**src/rtl/i2c_segment_target.sv**
```systemverilog
// I2C target front end for the 7-segment output stage.
// Decodes START/STOP on a synchronized SCL/SDA pair, matches a 7-bit address,
// ACKs written bytes into seg_data and returns seg_data on reads.
// SDA is open-drain: the block only ever pulls low via sda_oe.
//
// Ports:
//   clk        system clock (>= 10x SCL)
//   rst_n      asynchronous active-low reset
//   ena        design enable; low holds the block idle (seg_data kept)
//   scl_in     raw SCL pin (asynchronous)
//   sda_in     raw SDA pin (asynchronous)
//   sda_oe     1 = pull SDA low, 0 = release
//   seg_data   segment register
//   seg_valid  one-clk pulse when a write updates seg_data
//   busy       high while an addressed transaction is in progress
module i2c_segment_target #(
  parameter logic [6:0] I2C_ADDR    = 7'h3C,
  parameter logic [7:0] RESET_VALUE = 8'h00
) (
  input  logic       clk,
  input  logic       rst_n,
  input  logic       ena,
  input  logic       scl_in,
  input  logic       sda_in,
  output logic       sda_oe,
  output logic [7:0] seg_data,
  output logic       seg_valid,
  output logic       busy
);

  typedef enum logic [2:0] {
    StIdle, StAddr, StAddrAck, StWrite, StWriteAck, StRead, StReadAck, StIgnore
  } state_e;

  // Synchronizers plus one history flop each for edge detection.
  logic [1:0] scl_sync_q, sda_sync_q;
  logic       scl_hist_q, sda_hist_q;

  state_e     state_q, state_d;
  logic [2:0] bit_cnt_q, bit_cnt_d;
  logic [7:0] shift_q, shift_d;
  logic       ack_drv_q, ack_drv_d;   // ACK phase: SDA already pulled low
  logic       rw_q, rw_d;
  logic       rd_first_q, rd_first_d; // READ entered with bit 7 not yet driven
  logic       sda_oe_q, sda_oe_d;
  logic [7:0] seg_data_q, seg_data_d;
  logic       seg_valid_q, seg_valid_d;

  logic scl_s, sda_s;
  logic start_ev, stop_ev, scl_rise, scl_fall;

  assign scl_s    = scl_sync_q[1];
  assign sda_s    = sda_sync_q[1];
  assign start_ev = scl_s & scl_hist_q & sda_hist_q & ~sda_s;
  assign stop_ev  = scl_s & scl_hist_q & ~sda_hist_q & sda_s;
  assign scl_rise = scl_s & ~scl_hist_q;
  assign scl_fall = ~scl_s & scl_hist_q;

  // State register
  always_ff @(posedge clk or negedge rst_n) begin
    if (!rst_n) begin
      scl_sync_q  <= 2'b11;
      sda_sync_q  <= 2'b11;
      scl_hist_q  <= 1'b1;
      sda_hist_q  <= 1'b1;
      state_q     <= StIdle;
      bit_cnt_q   <= 3'd0;
      shift_q     <= 8'h00;
      ack_drv_q   <= 1'b0;
      rw_q        <= 1'b0;
      rd_first_q  <= 1'b0;
      sda_oe_q    <= 1'b0;
      seg_data_q  <= RESET_VALUE;
      seg_valid_q <= 1'b0;
    end else begin
      scl_sync_q  <= {scl_sync_q[0], scl_in};
      sda_sync_q  <= {sda_sync_q[0], sda_in};
      scl_hist_q  <= scl_sync_q[1];
      sda_hist_q  <= sda_sync_q[1];
      state_q     <= state_d;
      bit_cnt_q   <= bit_cnt_d;
      shift_q     <= shift_d;
      ack_drv_q   <= ack_drv_d;
      rw_q        <= rw_d;
      rd_first_q  <= rd_first_d;
      sda_oe_q    <= sda_oe_d;
      seg_data_q  <= seg_data_d;
      seg_valid_q <= seg_valid_d;
    end
  end

  // Next-state logic; bus conditions take precedence over SCL edges.
  always_comb begin
    state_d     = state_q;
    bit_cnt_d   = bit_cnt_q;
    shift_d     = shift_q;
    ack_drv_d   = ack_drv_q;
    rw_d        = rw_q;
    rd_first_d  = rd_first_q;
    sda_oe_d    = sda_oe_q;
    seg_data_d  = seg_data_q;
    seg_valid_d = 1'b0;

    if (!ena) begin
      state_d   = StIdle;
      sda_oe_d  = 1'b0;
      bit_cnt_d = 3'd0;
    end else if (stop_ev) begin
      state_d   = StIdle;
      sda_oe_d  = 1'b0;
      bit_cnt_d = 3'd0;
    end else if (start_ev) begin
      state_d   = StAddr;
      sda_oe_d  = 1'b0;
      bit_cnt_d = 3'd0;
    end else begin
      unique case (state_q)
        StIdle: ;
        StAddr: begin
          if (scl_rise) begin
            shift_d   = {shift_q[6:0], sda_s};
            bit_cnt_d = bit_cnt_q + 3'd1;
            if (bit_cnt_q == 3'd7) begin
              // shift_q[6:0] holds the address, the current bit is R/W
              rw_d      = sda_s;
              bit_cnt_d = 3'd0;
              ack_drv_d = 1'b0;
              state_d   = (shift_q[6:0] == I2C_ADDR) ? StAddrAck : StIgnore;
            end
          end
        end
        StAddrAck, StWriteAck: begin
          if (scl_fall) begin
            if (!ack_drv_q) begin
              ack_drv_d = 1'b1;
              sda_oe_d  = 1'b1;
            end else begin
              ack_drv_d = 1'b0;
              bit_cnt_d = 3'd0;
              if (state_q == StAddrAck && rw_q) begin
                // Release of the ACK coincides with driving read bit 7
                state_d    = StRead;
                shift_d    = seg_data_q;
                sda_oe_d   = ~seg_data_q[7];
                rd_first_d = 1'b0;
              end else begin
                state_d  = StWrite;
                sda_oe_d = 1'b0;
              end
            end
          end
        end
        StWrite: begin
          if (scl_rise) begin
            shift_d   = {shift_q[6:0], sda_s};
            bit_cnt_d = bit_cnt_q + 3'd1;
            if (bit_cnt_q == 3'd7) begin
              seg_data_d  = {shift_q[6:0], sda_s};
              seg_valid_d = 1'b1;
              bit_cnt_d   = 3'd0;
              ack_drv_d   = 1'b0;
              state_d     = StWriteAck;
            end
          end
        end
        StRead: begin
          if (scl_fall) begin
            if (rd_first_q) begin
              rd_first_d = 1'b0;
              sda_oe_d   = ~shift_q[7];
            end else if (bit_cnt_q == 3'd7) begin
              sda_oe_d  = 1'b0;
              bit_cnt_d = 3'd0;
              state_d   = StReadAck;
            end else begin
              shift_d   = {shift_q[6:0], 1'b0};
              sda_oe_d  = ~shift_q[6];
              bit_cnt_d = bit_cnt_q + 3'd1;
            end
          end
        end
        StReadAck: begin
          if (scl_rise) begin
            if (!sda_s) begin
              state_d    = StRead;
              shift_d    = seg_data_q;
              rd_first_d = 1'b1;
              bit_cnt_d  = 3'd0;
            end else begin
              state_d = StIgnore;
            end
          end
        end
        StIgnore: sda_oe_d = 1'b0;
        default:  state_d  = StIdle;
      endcase
    end
  end

  // Outputs
  always_comb begin
    sda_oe    = sda_oe_q;
    seg_data  = seg_data_q;
    seg_valid = seg_valid_q;
    busy      = (state_q == StAddrAck) || (state_q == StWrite) || (state_q == StWriteAck) ||
                (state_q == StRead) || (state_q == StReadAck);
  end

endmodule

```
**config.mk**
```make
export PLATFORM = sky130hd
export DESIGN_NAME = i2c_segment_target
export DESIGN_NICKNAME = d
export VERILOG_FILES = /design/src/rtl/i2c_segment_target.sv
export SDC_FILE = /design/constraint.sdc
export NUM_CORES = 1
export LEC_CHECK = 0
export ABC_CLOCK_PERIOD_IN_PS = 2400
export CAP_MARGIN = 15
export CORE_UTILIZATION = 40
export DETAILED_ROUTE_END_ITERATION = 8
export PLACE_DENSITY = 0.58
export REMOVE_ABC_BUFFERS = 1
export SLEW_MARGIN = 5
export SYNTH_ARGS = -nofsm -noshare
export SYNTH_HDL_FRONTEND = slang
export SYNTH_SLANG_ARGS = --single-unit
```
**constraint.sdc**
```tcl
create_clock -name clk -period 2.4 [get_ports clk]
set_input_delay 0.48 -clock clk [delete_from_list [all_inputs] [get_ports clk]]
set_output_delay 0.48 -clock clk [all_outputs]
set_load 0.1 [all_outputs]
```
==> results.sh <==
export IMPL_synth_compound_area_share_pct=15.26
export IMPL_synth_seq_cells=33
export IMPL_maxCapViolations=0
export IMPL_crit_chain="inv_1 -> maj3_1 -> o21bai_1 -> nor4b_4 -> buf_4 -> mux2_2"
export IMPL_track_usage_pct=18.25
export IMPL_slew_violations=0
export IMPL_hpwl_um=2784
export IMPL_antenna_cells=0
export IMPL_dpl_cell_count=232
export IMPL_grt_pass1_wl_um=6196
export IMPL_slowest_delay_ns=0.55
export IMPL_synth_cell_types=46
export IMPL_cp_depth=6
export IMPL_crit_slowest_cell="dfrtp_1"
export IMPL_sw_frac_of_total_pct=26.61
export IMPL_die_w_um=69.00
export IMPL_cts_root_buf="clkbuf_8"
export IMPL_p_leak_nw=0.9374
export IMPL_synth_adder_area_share_pct=2.648
export IMPL_p_switching_mw=0.3111
export IMPL_die_h_um=69.00
export IMPL_wl_per_cell_um=16.39
export IMPL_first_global_vias=1291
export IMPL_drc=0
export IMPL_num_rows=23
export IMPL_synth_warning_count=0
export IMPL_die_area_um2=4760
export IMPL_layoutNonFillerInstCount=240
export IMPL_grt_max_degree=34
export IMPL_p_int_mw=0.8580
export IMPL_finalSetupViolCount=0
export IMPL_crit_path_start_kind="flip-flop"
export IMPL_vdd_ir_drop_max_v=0.0002738
export IMPL_critPathArrivalTime_ns=2.41
export IMPL_clk_latency_ns=0.28
export IMPL_ctsHoldBuffers=0
export IMPL_fin_ws_ns=0.1599
export IMPL_hold_viol=0
export IMPL_worst_pin_slew_ns=0.5467
export IMPL_skew_ns=0.007849
export IMPL_coreArea_um2=4144
export IMPL_cts_tree="yes"
export IMPL_synth_area_um2=1795
export IMPL_synth_top_family_by_area="multiplexers"
export IMPL_path_class="flip-flop to flip-flop"
export IMPL_ios=16
export IMPL_antenna_left=0
export IMPL_critical_path_required_ns=2.57
export IMPL_avgViaCountPerCell=5.758
export IMPL_start_util_pct=43.33
export IMPL_synth_area_mux_share_pct=15.33
export IMPL_gp_congestion=0.8801
export IMPL_cts_path_max_buffers=2
export IMPL_fmax_mhz=446.4
export IMPL_endpoint="shift_q[6]"
export IMPL_r2r_start="state_q[1]"
export IMPL_io_buffers=15
export IMPL_tns_ns=0
export IMPL_syn_area_per_cell_um2=10.82
export IMPL_postCtsSetupBuffers=0
export IMPL_synth_simple_gate_area_share_pct=13.03
export IMPL_antenna_found_initial=0
export IMPL_htreeDepth=2
export IMPL_synth_ff_type="dfrtp_1"
export IMPL_pwr_share_seq_pct=53.3
export IMPL_r2r_setup_slack_ns=0.16
export IMPL_async_flop_share_pct=100.0
export IMPL_areaGrowthSynthToFinish_pct=16.38
export IMPL_drive_above_1_share_pct=30.53
export IMPL_cts_clk_slew_worst_paths_ns=0.07
export IMPL_hp_class="flip-flop to flip-flop"
export IMPL_drt_wl_total_um=3933
export IMPL_p_comb_share_pct=11.5
export IMPL_slew_headroom_pct=63.27
export IMPL_status="finished clean"
export IMPL_dp_slack_ns=0.04282
export IMPL_clock_sinks=33
export IMPL_synth_edf_count=0
export IMPL_fin_crit_ns=2.240
export IMPL_r2r_end="shift_q[6]"
export IMPL_num_vias=1382
export IMPL_ff2ff_path_depth=6
export IMPL_path_buf_inv=2
export IMPL_crit_start="state_q[1]"
export IMPL_initialDrtViolationCount=112
export IMPL_fin_crit_sh_pct=93.34
export IMPL_layout_nets=197
export IMPL_pwr_density_cell_nw_per_um2=559.5
export IMPL_grt_ovfl_total=0
export IMPL_ys_seq_area_share_pct=46.41
export IMPL_p_clk_share_pct=35.2
export IMPL_synthXorXnorAreaFrac_pct=0.9756
export IMPL_numCtsBuffers=5
export IMPL_firstDrtPassIters=4
export IMPL_end_kind="flip-flop"
export IMPL_critical_path_top_delay_family="flip-flops"
export IMPL_rsz0062_at_grt="no"
export IMPL_critPathMaxFanout=12
export IMPL_post_cts_resized=0
export IMPL_syn_inst=166
[cells in the mapped netlist, types with 2 or more instances]
| master | count | area [um2] |
|---|---|---|
| a21oi_1 | 11 | 55.05 |
| buf_6 | 4 | 45.04 |
| clkbuf_1 | 4 | 15.01 |
| dfrtp_1 | 27 | 675.7 |
| dfstp_2 | 6 | 157.7 |
| ha_1 | 3 | 37.54 |
| inv_1 | 13 | 48.80 |
| mux2_2 | 20 | 225.2 |
| mux2i_1 | 5 | 50.05 |
| nand2_1 | 9 | 33.78 |
| nand2b_1 | 3 | 18.77 |
| nand3_1 | 2 | 10.01 |
| nand4_1 | 2 | 12.51 |
| nor2_1 | 7 | 26.28 |
| nor3_1 | 4 | 20.02 |
| nor4_1 | 2 | 12.51 |
| nor4b_1 | 2 | 17.52 |
| o21ai_0 | 9 | 45.04 |
| o21bai_1 | 3 | 22.52 |
| o32a_1 | 2 | 20.02 |
| o32ai_1 | 2 | 17.52 |
| xnor2_1 | 2 | 17.52 |
[kinds of logic (layout without fill, tap and decap cells)]
family                   count (synthesis)  after routing
AO/OA/AOI/OAI                           41             41
AND/OR/NAND/NOR                         39             39
flip-flops                              33             33
multiplexers                            25             25
buffers and inverters                   22             46
adder cells (fa/ha/maj)                  4              4
XOR/XNOR                                 2              2
[state kept, by name (all words and copies together) (netlist names), 2 cells and up]
signal	flops
shift_q	8
scl_sync_q	2
sda_sync_q	2
seg_data	8
bit_cnt_q	3
state_q	3
[power by group through the flow]
stage	combinational [mW]	clock, mW	sequential (mW)
floorplan	0.0799	0	0.626
global placement	0.131	0	0.632
detailed placement	0.135	0	0.634
CTS	0.137	0.425	0.623
global route	0.149	0.447	0.628
finish	0.134	0.412	0.623
[through the flow]
step	hold slack, ns	cell area [um2]	util (%)	power, mW
6_report	0.3571	2090	50.42	1.169
5_1_grt	0.3613	2090	50.42	1.224
4_1_cts	0.3602	2090	50.42	1.185
3_5_place_dp	0.3497	2003	48.34	0.7694
3_3_place_gp	0.3461	2003	48.34	0.7624
2_1_floorplan	0.1844	1730	-	0.7060
[cell type report]
cell class / count / area [um2]
Multi-Input combinational cell: 111 / 848.3
Inverter: 13 / 48.80
Clock buffer: 5 / 68.82
Clock inverter: 3 / 17.52
Fill cell: 411 / 2054
Tap cell: 50 / 62.56
Sequential cell: 33 / 833.3
Timing Repair Buffer: 25 / 210.2
[how the worst min path moves through the flow]
| stage | startpoint | end | slack [ns] | cells past startpoint |
|---|---|---|---|---|
| CTS | sda_sync_q[0] | sda_sync_q[1] | 0.36 | 0 |
| global route | sda_sync_q[0] | sda_sync_q[1] | 0.36 | 0 |
| global placement | sda_sync_q[0] | sda_sync_q[1] | 0.35 | 0 |
| finish | sda_sync_q[0] | sda_sync_q[1] | 0.36 | 0 |
| floorplan | rst_n | ack_drv_q | 0.18 | 0 |
| detailed placement | scl_sync_q[0] | scl_sync_q[1] | 0.35 | 0 |
[metal layers]
layer  GRT usage, %  share of wire [%]  vias up
met3          5.099                4.9        7
met5              0                  0        -
li1               -                  -      652
met1          22.60                 44      679
met2          29.61                 50       44
met4          7.653                1.4        0
[worst register-to-register path: stages (launching register included)]
cell	delay (ns)
dfrtp_1	0.55
inv_1	0.14
maj3_1	0.39
o21bai_1	0.24
nor4b_4	0.24
buf_4	0.21
mux2_2	0.35
[cell usage in the layout, fill, tap and decap left out, types with 4 or more instances in the layout]
cell             instances
dfrtp_1                 27
mux2_2                  20
buf_4                   20
inv_1                   13
a21oi_1                 11
o21ai_0                  9
nand2_1                  9
nor2_1                   7
dfstp_2                  6
mux2i_1                  5
clkbuf_8                 5
nor3_1                   4
clkdlybuf4s50_1          4
(Power assumes the default switching activity.)
